$ cat src/rtl/board_pkg.sv
// board_pkg
//   Shared board geometry, cell encoding, LFSR constants, FSM state type and
//   the cell index helper used by the refill and eliminate logic.
//   A board is ROWS*COLS cells of CELL_W bits; cell (i,j) lives at
//   bits cell_idx(i,j) +: CELL_W, with i = row (0 top) and j = column.
package board_pkg;

  localparam int ROWS    = 8;
  localparam int COLS    = 8;
  localparam int CELL_W  = 3;
  localparam int BOARD_W = ROWS * COLS * CELL_W;

  localparam logic [CELL_W-1:0] EMPTY = 3'd0;

  localparam int          LFSR_W    = 24;
  localparam logic [23:0] LFSR_SEED = 24'h5A5A5A;
  // Feedback taps for x^24 + x^23 + x^22 + x^17 + 1 (bits 23, 22, 21, 16).
  localparam logic [23:0] LFSR_TAPS = 24'hE10000;

  typedef enum logic [1:0] {
    ST_IDLE   = 2'd0,
    ST_SETTLE = 2'd1,
    ST_DONE   = 2'd2
  } state_t;

  // Bit offset of cell (i,j) inside a packed board vector.
  function automatic int cell_idx(input int i, input int j);
    return (i * COLS + j) * CELL_W;
  endfunction

endpackage

$ cat src/rtl/board_refill_lfsr.sv
// refill_lfsr
//   24-bit Fibonacci LFSR that supplies the colors of newly dropped tiles.
//   It advances on every clock edge and reloads the nonzero seed on reset,
//   so it can never lock up in the all-zero state.
// Ports:
//   clk   in   system clock
//   rst   in   synchronous active-high reset (loads LFSR_SEED)
//   value out  current LFSR state
module refill_lfsr
  import board_pkg::*;
(
  input  logic        clk,
  input  logic        rst,
  output logic [23:0] value
);

  logic [23:0] value_q;
  logic [23:0] value_d;
  logic        feedback;

  // Next LFSR state: shift toward the MSB and insert the tap parity at bit 0.
  always_comb begin
    feedback = ^(value_q & LFSR_TAPS);
    value_d  = {value_q[22:0], feedback};
  end

  // LFSR state register.
  always_ff @(posedge clk) begin
    if (rst) begin
      value_q <= LFSR_SEED;
    end else begin
      value_q <= value_d;
    end
  end

  assign value = value_q;

endmodule

$ cat src/rtl/board_refill.sv
// board_refill
//   Lets the tiles of a board drop into empty cells and tops up every column
//   with new random colors, one row per clock per column, until no empty cell
//   remains.
// Ports:
//   clk         in   system clock
//   rst         in   synchronous active-high reset
//   start       in   refill request, only honoured in IDLE
//   board_in    in   board after elimination (0 = empty cell)
//   board_out   out  settled board, valid while done = 1 and held afterwards
//   busy        out  high while a refill is in progress
//   done        out  one-cycle pulse once board_out is settled
//   fill_count  out  number of cells filled with new colors by the refill
module board_refill
  import board_pkg::*;
#(
  parameter int NUM_COLORS = 5
) (
  input  logic         clk,
  input  logic         rst,
  input  logic         start,
  input  logic [191:0] board_in,
  output logic [191:0] board_out,
  output logic         busy,
  output logic         done,
  output logic [6:0]   fill_count
);

  localparam logic [7:0] NUM_COLORS_8 = 8'(NUM_COLORS);

  // New color for column c: an 8-bit window of the LFSR folded into 1..NUM_COLORS.
  function automatic logic [2:0] new_color(input logic [23:0] lfsr, input int c);
    return 3'((lfsr[2*c +: 8] % NUM_COLORS_8) + 8'd1);
  endfunction

  function automatic logic col_has_empty(input logic [23:0] col);
    logic found;
    found = 1'b0;
    for (int r = 0; r < ROWS; r++) begin
      if (col[r*CELL_W +: CELL_W] == EMPTY) begin
        found = 1'b1;
      end else begin
        found = found;
      end
    end
    return found;
  endfunction

  // One settle step for a column: everything above the lowest hole drops by
  // one row and the top row receives the new color. A full column is unchanged.
  function automatic logic [23:0] col_step(input logic [23:0] col, input logic [2:0] color);
    logic [23:0] res;
    int          k;
    logic        found;
    res   = col;
    k     = 0;
    found = 1'b0;
    for (int r = 0; r < ROWS; r++) begin
      if (col[r*CELL_W +: CELL_W] == EMPTY) begin
        k     = r;
        found = 1'b1;
      end else begin
        k = k;
      end
    end
    if (found) begin
      for (int r = 1; r < ROWS; r++) begin
        if (r <= k) begin
          res[r*CELL_W +: CELL_W] = col[(r-1)*CELL_W +: CELL_W];
        end else begin
          res[r*CELL_W +: CELL_W] = col[r*CELL_W +: CELL_W];
        end
      end
      res[CELL_W-1:0] = color;
    end else begin
      res = col;
    end
    return res;
  endfunction

  state_t         state_q, state_d;
  logic [191:0]   board_q, board_d;
  logic [6:0]     fill_q, fill_d;
  logic           done_q, done_d;
  logic           busy_q, busy_d;
  logic [23:0]    lfsr_value;

  logic [191:0]   stepped_board;
  logic           any_empty;
  logic [6:0]     step_count;
  logic [23:0]    col_cur;
  logic [23:0]    col_next;

  refill_lfsr u_lfsr (
    .clk   (clk),
    .rst   (rst),
    .value (lfsr_value)
  );

  // Candidate board after one parallel step of all columns, plus hole summary.
  always_comb begin
    stepped_board = board_q;
    any_empty     = 1'b0;
    step_count    = 7'd0;
    col_cur       = 24'd0;
    col_next      = 24'd0;
    for (int c = 0; c < COLS; c++) begin
      for (int r = 0; r < ROWS; r++) begin
        col_cur[r*CELL_W +: CELL_W] = board_q[cell_idx(r, c) +: CELL_W];
      end
      col_next = col_step(col_cur, new_color(lfsr_value, c));
      for (int r = 0; r < ROWS; r++) begin
        stepped_board[cell_idx(r, c) +: CELL_W] = col_next[r*CELL_W +: CELL_W];
      end
      if (col_has_empty(col_cur)) begin
        any_empty  = 1'b1;
        step_count = step_count + 7'd1;
      end else begin
        step_count = step_count;
      end
    end
  end

  // FSM next-state and datapath update.
  always_comb begin
    state_d = state_q;
    board_d = board_q;
    fill_d  = fill_q;
    done_d  = 1'b0;
    case (state_q)
      ST_IDLE: begin
        if (start) begin
          board_d = board_in;
          fill_d  = 7'd0;
          state_d = ST_SETTLE;
        end else begin
          state_d = ST_IDLE;
        end
      end
      ST_SETTLE: begin
        if (!any_empty) begin
          state_d = ST_DONE;
        end else begin
          board_d = stepped_board;
          fill_d  = fill_q + step_count;
        end
      end
      ST_DONE: begin
        // done is registered from this state, so it shows in the following IDLE cycle.
        done_d  = 1'b1;
        state_d = ST_IDLE;
      end
      default: begin
        state_d = ST_IDLE;
      end
    endcase
    busy_d = (state_d != ST_IDLE);
  end

  // State and output registers.
  always_ff @(posedge clk) begin
    if (rst) begin
      state_q <= ST_IDLE;
      board_q <= 192'd0;
      fill_q  <= 7'd0;
      done_q  <= 1'b0;
      busy_q  <= 1'b0;
    end else begin
      state_q <= state_d;
      board_q <= board_d;
      fill_q  <= fill_d;
      done_q  <= done_d;
      busy_q  <= busy_d;
    end
  end

  assign board_out  = board_q;
  assign busy       = busy_q;
  assign done       = done_q;
  assign fill_count = fill_q;

endmodule

$ cat config.mk
export PLATFORM = sky130hd
export DESIGN_NAME = board_refill
export DESIGN_NICKNAME = d
export VERILOG_FILES = /design/src/rtl/board_pkg.sv /design/src/rtl/board_refill_lfsr.sv /design/src/rtl/board_refill.sv
export SDC_FILE = /design/constraint.sdc
export NUM_CORES = 1
export LEC_CHECK = 0
export CORE_UTILIZATION = 30
export CTS_BUF_LIST = sky130_fd_sc_hd__clkbuf_16
export CTS_CLUSTER_DIAMETER = 200
export DETAILED_ROUTE_END_ITERATION = 10
export PLACE_DENSITY = 0.59
export SYNTH_ARGS = -nofsm -noshare
export SYNTH_HDL_FRONTEND = slang
export SYNTH_SLANG_ARGS = --single-unit
$ cat constraint.sdc
create_clock -name clk -period 6.8 [get_ports clk]
set_clock_uncertainty 0.1 [all_clocks]
set_input_delay 1.36 -clock clk [delete_from_list [all_inputs] [get_ports clk]]
set_output_delay 1.36 -clock clk [all_outputs]
set_load 0.05 [all_outputs]
==> flow_summary.json, run 1 <==
{
  "setup.reg_to_reg.worst_slack_ns": 0.50,
  "synth-seq-cells": 227,
  "worst_path_max_delay_cell": "sky130_fd_sc_hd__or3_1",
  "syn_avg_cell_area_um2": 7.132,
  "clk_pin_slew_ns": 0.06,
  "crit_arrival_ns": 6.61,
  "setup_violations": 0,
  "critical_path.startpoint_type": "register",
  "status": "complete, no violations",
  "peakVddDrop_v": 0.0001760,
  "synth_flop_cell": "sky130_fd_sc_hd__dfxtp_1",
  "cellPowerDensity_nw_per_um2": 245.2,
  "area_delta_synth_final_pct": 33.44,
  "synth_sequential_area_ratio_pct": 27.39,
  "initial_antenna_violation_count": 3,
  "worstSkewPairLatency_ns": 0.56,
  "timing.final.crit_period_ns": 6.301,
  "drt_drc_violations_left": 0,
  "crit_top_cell": "sky130_fd_sc_hd__ha_1",
  "fin_crit_sh_pct": 92.66,
  "holdBufCountCts": 0,
  "clockBufferDepth": 3,
  "maximum_fanout_encountered_on_the_critical_timing_path": 5,
  "postSynthNetCount": 2583,
  "finalWirelength_um": 66890,
  "gp_routability_congestion": 0.9193,
  "final-max-slew-violation-count": 0,
  "initial_utilization_pct": 30.58,
  "maxClockFrequency_mhz": 158.7,
  "pre_cts_ws_ns": 0.3151,
  "grt_overflow": 0,
  "critical_path_class": "reg2reg",
  "timing.critical_path.slowest_cell_delay_ns": 0.40,
  "class_of_the_most_critical_hold_timing_path": "reg2reg",
  "cts_sinks": 227,
  "register_area_um2": 4544,
  "post_route_cells_drive_above_1_share_pct": 5.691,
  "fin_area_um2": 22140,
  "reg2reg_from": "board_out[51]",
  "synth_enable_flop_cells": 0,
  "worst-endpoint-required_ns": 7.11,
  "floorplan.io_pins": 396,
  "timing.hold.worst.start": "board_out[25]",
  "fin_nets": 2908,
  "num_vias": 18580,
  "async_reset_ff_share_pct": 0,
  "dp.final_hpwl_um": 50740,
  "placeableCoreArea_um2": 54240,
  "synth_cell_type_count": 101,
  "tritoncts": "done",
  "synthesis.instances": 2326,
  "cp_launch_point": "board_out[51]",
  "ctsHtreeMaxLevel": 1,
  "fin_ws_ns": 0.4993,
  "fillerInstances": 5583,
  "max_slew_margin_pct": 15.56,
  "number_of_buffers_inserted_during_clock_tree_synthesis": 28,
  "clockRootBuffer": "sky130_fd_sc_hd__clkbuf_16",
  "io_buffer_count": 395,
  "hold_violations": 0,
  "worst_pin_slew_ns": 1.235,
  "timing.hold.ws_ns": 0.3762,
  "die_w_um": 237.2,
  "crit_path_end_kind": "register",
  "rows": 85,
  "drtAntennaViolNets": 0,
  "power_leakage_uw": 0.008568,
  "placed_cell_area_um2": 21170,
  "die_area_um2": 56240,
  "drv_cap": 0,
  "drt-initial-drc-count": 1345,
  "wire_length_of_the_first_global_routing_pass_um": 101400,
  "vias_per_cell": 5.515,
  "chip_height_um": 237.2,
  "syn_area_um2": 16590,
  "multi_input_comb_area_um2": 11340,
  "first_global_vias": 17520,
  "synth-warning-count": 0,
  "global_route.usage.total_pct": 22.59,
  "grt_start_max_net_pins": 88,
  "drt_first_pass_iters": 5,
  "drt-wirelength-per-cell_um": 19.85
}
## kinds of logic (layout without fill, tap and decap cells)
| group | count (synthesis) | after routing | share of synthesized area (%) |
|---|---|---|---|
| AO/OA/AOI/OAI | 676 | 676 | 27.63 |
| adder cells (fa/ha/maj) | 69 | 69 | 5.152 |
| AND/OR/NAND/NOR | 1062 | 1062 | 29.19 |
| buffers and inverters | 187 | 532 | 4.465 |
| multiplexers | 44 | 44 | 2.723 |
| other | 1 | 4 | 0.02261 |
| flip-flops | 227 | 227 | 27.39 |
| XOR/XNOR | 60 | 60 | 3.424 |
## cells in the mapped netlist, types with 9 or more instances
| library cell | count | area share, % |
|---|---|---|
| sky130_fd_sc_hd__buf_2 | 10 | 0.30 |
| sky130_fd_sc_hd__nor2b_1 | 37 | 1.4 |
| sky130_fd_sc_hd__mux2_2 | 9 | 0.61 |
| sky130_fd_sc_hd__a311oi_1 | 88 | 4.6 |
| sky130_fd_sc_hd__xnor2_1 | 44 | 2.3 |
| sky130_fd_sc_hd__a22oi_1 | 10 | 0.45 |
| sky130_fd_sc_hd__clkbuf_1 | 111 | 2.5 |
| sky130_fd_sc_hd__o211ai_1 | 13 | 0.59 |
| sky130_fd_sc_hd__xor2_1 | 13 | 0.69 |
| sky130_fd_sc_hd__o31a_1 | 12 | 0.63 |
| sky130_fd_sc_hd__a31oi_1 | 19 | 0.72 |
| sky130_fd_sc_hd__nor3_1 | 80 | 2.4 |
| sky130_fd_sc_hd__ha_1 | 61 | 4.6 |
| sky130_fd_sc_hd__o21ai_0 | 77 | 2.3 |
| sky130_fd_sc_hd__and3_1 | 15 | 0.57 |
| sky130_fd_sc_hd__mux2i_1 | 35 | 2.1 |
| sky130_fd_sc_hd__nand3b_1 | 10 | 0.45 |
| sky130_fd_sc_hd__o31ai_1 | 18 | 0.81 |
| sky130_fd_sc_hd__nand3_1 | 33 | 1.0 |
| sky130_fd_sc_hd__nor2_1 | 249 | 5.6 |
| sky130_fd_sc_hd__o22ai_1 | 14 | 0.53 |
| sky130_fd_sc_hd__a211oi_1 | 13 | 0.59 |
| sky130_fd_sc_hd__a21oi_1 | 237 | 7.2 |
| sky130_fd_sc_hd__buf_1 | 16 | 0.36 |
| sky130_fd_sc_hd__or3_1 | 28 | 1.1 |
| sky130_fd_sc_hd__or2_2 | 15 | 0.57 |
| sky130_fd_sc_hd__nand4_1 | 10 | 0.38 |
| sky130_fd_sc_hd__a21o_1 | 57 | 2.6 |
| sky130_fd_sc_hd__inv_1 | 39 | 0.88 |
| sky130_fd_sc_hd__nand2b_1 | 38 | 1.4 |
| sky130_fd_sc_hd__o21a_1 | 11 | 0.50 |
| sky130_fd_sc_hd__and2_1 | 9 | 0.34 |
| sky130_fd_sc_hd__dfxtp_1 | 227 | 27 |
| sky130_fd_sc_hd__nand2_1 | 482 | 11 |
## per-stage QoR
stage | TNS, ns | power (uW) | std cells | utilization (%)
2_1_floorplan | 0 | 3140 | 2326 | -
3_3_place_gp | 0 | 3858 | 3316 | 39.04
3_5_place_dp | 0 | 3890 | 3316 | 39.04
4_1_cts | 0 | 5464 | 3366 | 40.75
5_1_grt | -0.003754 | 5721 | 3369 | 40.81
6_report | 0 | 5428 | 3370 | 40.81
## path summary, 6_finish.rpt
path,end,cells after the start
worst min register to register,board_out[25],2
worst max-delay path,fill_count[6],29
worst max register to register,fill_count[6],29
worst min-delay path,board_out[25],2
## critical path: cells and delay by family (launching register included)
kind / cells / cell delay, ns
fa+ha+maj: 7 / 2.06
simple gates: 8 / 1.19
mux: 3 / 0.85
xor+xnor: 4 / 0.71
compound gates: 5 / 0.70
flops: 1 / 0.33
buf+inv: 2 / 0.22
## final cells by class
class / instances / area share (%)
clock inverters: 21 / 0.9157
diodes: 3 / 0.03392
multi-input cells: 1912 / 51.25
well taps: 696 / 3.934
clock buffers: 29 / 3.279
inverters: 45 / 0.7631
flip-flops and latches: 227 / 20.53
repair buffers: 437 / 19.29
## per-layer routing
layer | global-route usage, % | share of wire (%) | wire, um
met1 | 29.22 | 43 | 28720
met5 | 0 | 0 | 0
met3 | 4.262 | 7.4 | 4947
met2 | 37.86 | 47 | 31300
met4 | 6.960 | 2.9 | 1926
## power breakdown
part           leakage, uW  switching [uW]  total (uW)  internal [uW]
sequential         0.00188             162        1620           1460
clock             0.000472             632        1550            917
combinational      0.00622            1380        2260            874
total              0.00857            2180        5430           3250
## layout by cell type, fill, tap and decap left out, drive strengths merged, types with 38 or more instances in the layout
| cell | synthesis | final |
|---|---|---|
| clkdlybuf4s50 | 0 | 394 |
| dfxtp | 227 | 227 |
| ha | 61 | 61 |
| xnor2 | 44 | 44 |
| nand2b | 38 | 38 |
| inv | 40 | 45 |
| a311oi | 89 | 89 |
| a21o | 57 | 57 |
| a21oi | 238 | 238 |
| nor3 | 83 | 83 |
| nand2 | 483 | 483 |
| buf | 31 | 43 |
| o21ai | 79 | 79 |
| nor2 | 249 | 249 |
## repair_timing
| item | 4_1_cts | 5_1_grt |
|---|---|---|
| endpoints found under the hold margin | 0 | 0 |
| endpoints found under the setup margin | 0 | 1 |
| resized for setup | 0 | 5 |
| buffers inserted | 0 | 1 |
## registers in the layout (all words and copies together) (netlist names)
signal / cells
busy: 1
u_lfsr.value: 24
state_q: 2
fill_count: 7
done: 1
board_out: 192
Note: power is estimated with default switching activity, not from simulation.
==> inputs of run 2 (changes only) <==
SYNTH_HIERARCHICAL = 1   (was unset)
clock period = 7.8 ns   (was 6.8 ns; I/O delays follow)
==> flow_summary.json, run 2 <==
{
  "fin_crit_sh_pct": 86.38,
  "drv_cap": 0,
  "largest_register_ff_count": 192,
  "worst_pin_slew_ns": 1.109,
  "combinational_power_share_pct": 43.3,
  "synth_top_area_share_pct": 27.82,
  "postSynthNetCount": 2517,
  "met2_length_um": 29170,
  "clockRootBuffer": "sky130_fd_sc_hd__clkbuf_16",
  "grt_overflow": 0,
  "intPower_uw": 2765,
  "chip_height_um": 235.4,
  "area_delta_synth_final_pct": 32.45,
  "cellPowerDensity_nw_per_um2": 221.4,
  "tritoncts": "done",
  "io_buffer_count": 395,
  "setup_violations": 0,
  "register_area_um2": 4544,
  "drt_first_pass_iters": 6,
  "hold_violations": 0,
  "num_vias": 18150,
  "cts_sinks": 227,
  "syn_area_um2": 16340,
  "final-max-slew-violation-count": 0,
  "crit_arrival_ns": 7.08,
  "drtAntennaViolNets": 0,
  "reg2reg_from": "u_lfsr/value[6]",
  "grt_start_max_net_pins": 143,
  "dp.final_hpwl_um": 48230,
  "floorplan.io_pins": 396,
  "synth-seq-cells": 227,
  "clk_pin_slew_ns": 0.06,
  "class_of_the_most_critical_hold_timing_path": "reg2reg",
  "number_of_buffers_inserted_during_clock_tree_synthesis": 29,
  "ctsHtreeMaxLevel": 1,
  "holdBufCountCts": 0,
  "netlist.top_cell.by_area": "sky130_fd_sc_hd__dfxtp_1",
  "max_slew_margin_pct": 25.94,
  "met1_length_um": 28840,
  "rows": 85,
  "gp_routability_congestion": 0.9135,
  "async_reset_ff_share_pct": 0,
  "timing.final.crit_period_ns": 6.738,
  "netlist_top_cells_area": "sky130_fd_sc_hd__dfxtp_1, sky130_fd_sc_hd__nand2_1, sky130_fd_sc_hd__a311oi_1",
  "synth_enable_flop_cells": 0,
  "vias_per_cell": 5.514,
  "placeableCoreArea_um2": 53810,
  "maxClockFrequency_mhz": 148.4,
  "clockBufferDepth": 3,
  "status": "complete, no violations",
  "worst-endpoint-required_ns": 8.15,
  "multi_input_comb_area_um2": 11070,
  "synth_top_cells_by_count": "sky130_fd_sc_hd__nand2_1, sky130_fd_sc_hd__nor2_1, sky130_fd_sc_hd__dfxtp_1, sky130_fd_sc_hd__a21oi_1, sky130_fd_sc_hd__a311oi_1",
  "finalWirelength_um": 64820,
  "die_area_um2": 55390,
  "synth_cell_type_count": 108,
  "final.setup.tns_ns": 0,
  "drt_drc_violations_left": 0,
  "route.top_layer_used": "met4",
  "syn_avg_cell_area_um2": 7.222,
  "post-synth-top-count-cell": "sky130_fd_sc_hd__nand2_1",
  "die_w_um": 235.4,
  "route.met3.wl_um": 4580,
  "maximum_fanout_encountered_on_the_critical_timing_path": 12,
  "layout.cells.most_common": "sky130_fd_sc_hd__nand2_1",
  "postcts_resize_cnt": 0,
  "worst_hold_path.endpoint": "u_lfsr/value[23]",
  "worstRegToRegCells": 23,
  "power_leakage_uw": 0.008152,
  "setup.reg_to_reg.worst_slack_ns": 1.06,
  "fillerInstances": 5590,
  "critical_path_class": "reg2reg",
  "fin_nets": 2826,
  "grt_setup_unrepaired": "false",
  "global_route.usage.total_pct": 22.19,
  "initial_antenna_violation_count": 3,
  "post_route_cells_drive_above_1_share_pct": 4.784,
  "timing.hold.worst.start": "u_lfsr/value[22]",
  "power.switching_fraction_pct": 42.26,
  "hold_depth": 1,
  "timing.hold.ws_ns": 0.3690,
  "clock_power_share_pct": 26.2,
  "wire_length_of_the_first_global_routing_pass_um": 99360,
  "timing.rr.end": "board_out[8]",
  "synth-warning-count": 6,
  "first_global_vias": 16950,
  "pwr-share-seq_pct": 30.5,
  "drt-initial-drc-count": 1349,
  "power.switching_uw": 2024,
  "final_cell_mix": "sky130_fd_sc_hd__nand2_1, sky130_fd_sc_hd__clkdlybuf4s50_1, sky130_fd_sc_hd__nor2_1",
  "peakVddDrop_v": 0.0001254,
  "crit_path_end_kind": "register",
  "cts_post_setup_buffers_inserted": 0,
  "synth_flop_cell": "sky130_fd_sc_hd__dfxtp_1",
  "drt-wirelength-per-cell_um": 19.70,
  "worstSkewPairLatency_ns": 0.57,
  "critical_path.startpoint_type": "register",
  "initial_utilization_pct": 30.36,
  "synth_sequential_area_ratio_pct": 27.82,
  "synthesis.instances": 2262
}
-- run 2: cell types whose count changed after synthesis, sizes merged, moves of 11 or more --
cell,change
nand2,-27
nand3,+12
nor2,+13
a21oi,-68
a311oi,+39
a21o,-12
nor2b,+11
-- run 2: power groups by stage --
stage / Clock [uW] / Combinational [uW] / Sequential [uW]
finish: 1250 / 2080 / 1460
global route: 1330 / 2240 / 1480
CTS: 1290 / 2070 / 1460
detailed placement: 0 / 2060 / 1480
global placement: 0 / 2040 / 1470
floorplan: 0 / 1030 / 1820
-- run 2: worst max-delay path, stage by stage (launching register included) --
cell and delay [ns]:
sky130_fd_sc_hd__dfxtp_1 0.33, sky130_fd_sc_hd__clkinv_1 0.34, sky130_fd_sc_hd__ha_1 0.34, sky130_fd_sc_hd__or4b_1 0.64
sky130_fd_sc_hd__a211o_1 0.33, sky130_fd_sc_hd__o2111ai_1 0.11, sky130_fd_sc_hd__o311a_1 0.43, sky130_fd_sc_hd__o21ai_0 0.14
sky130_fd_sc_hd__o21ai_0 0.37, sky130_fd_sc_hd__ha_1 0.26, sky130_fd_sc_hd__o22ai_1 0.09, sky130_fd_sc_hd__a22o_1 0.24
sky130_fd_sc_hd__o211ai_2 0.26, sky130_fd_sc_hd__xnor2_1 0.23, sky130_fd_sc_hd__ha_1 0.25, sky130_fd_sc_hd__nor2b_1 0.24
sky130_fd_sc_hd__o21ai_0 0.11, sky130_fd_sc_hd__a2111o_1 0.45, sky130_fd_sc_hd__a221oi_4 0.37, sky130_fd_sc_hd__mux2i_1 0.23
sky130_fd_sc_hd__ha_1 0.18, sky130_fd_sc_hd__xor2_1 0.20, sky130_fd_sc_hd__nor4b_1 0.08, sky130_fd_sc_hd__a211o_1 0.28
-- run 2: kinds of logic after synthesis --
| kind of cell | count (synthesis) | share of synthesized area [%] |
|---|---|---|
| and+or+nand+nor | 1067 | 29.52 |
| muxes | 48 | 3.110 |
| buffers and inverters | 180 | 4.596 |
| AOI/OAI and AO/OA | 614 | 26.77 |
| xor gates and xnor gates | 61 | 3.271 |
| adders and majority gates | 64 | 4.894 |
| DFF | 227 | 27.82 |
| other | 1 | 0.02296 |
-- run 2: layer usage --
layer  up-vias  global-route usage (%)
li1       8801                       -
met1      8651                   29.38
met2       590                   35.59
met3       104                   4.737
met4         0                   7.605
met5         -                       0
-- run 2: how the worst max path moves through the flow --
stage                               start            to  slack (ns)
final                     u_lfsr/value[6]  board_out[8]        1.06
after global routing      u_lfsr/value[6]  board_out[8]        0.71
after CTS                 u_lfsr/value[6]  board_out[8]        1.16
after detailed placement  u_lfsr/value[6]  board_out[8]        1.21
after global placement    u_lfsr/value[6]  board_out[8]        1.43
after floorplan           u_lfsr/value[6]  board_out[8]        1.56
-- run 2: metrics by stage --
step	cells	setup WS (ns)	total power [uW]	util (%)	instance area (um2)
after detailed placement	3236	1.208	3537	38.59	20770
after floorplan	2262	1.564	2851	-	16340
final	3291	1.062	4789	40.20	21640
after global placement	3236	1.427	3514	38.59	20770
after CTS	3288	1.163	4814	40.19	21630
after global routing	3290	0.7053	5046	40.20	21630
-- run 2: cell type report --
| cell class | instances | share of cell area [%] |
|---|---|---|
| sequential | 227 | 21.00 |
| multi-input combinational | 1855 | 51.15 |
| inverter | 41 | 0.7113 |
| antenna | 3 | 0.03470 |
| timing repair buffer | 417 | 19.10 |
| clock buffer | 29 | 3.354 |
| clock inverter | 23 | 0.6188 |
| tap | 696 | 4.025 |
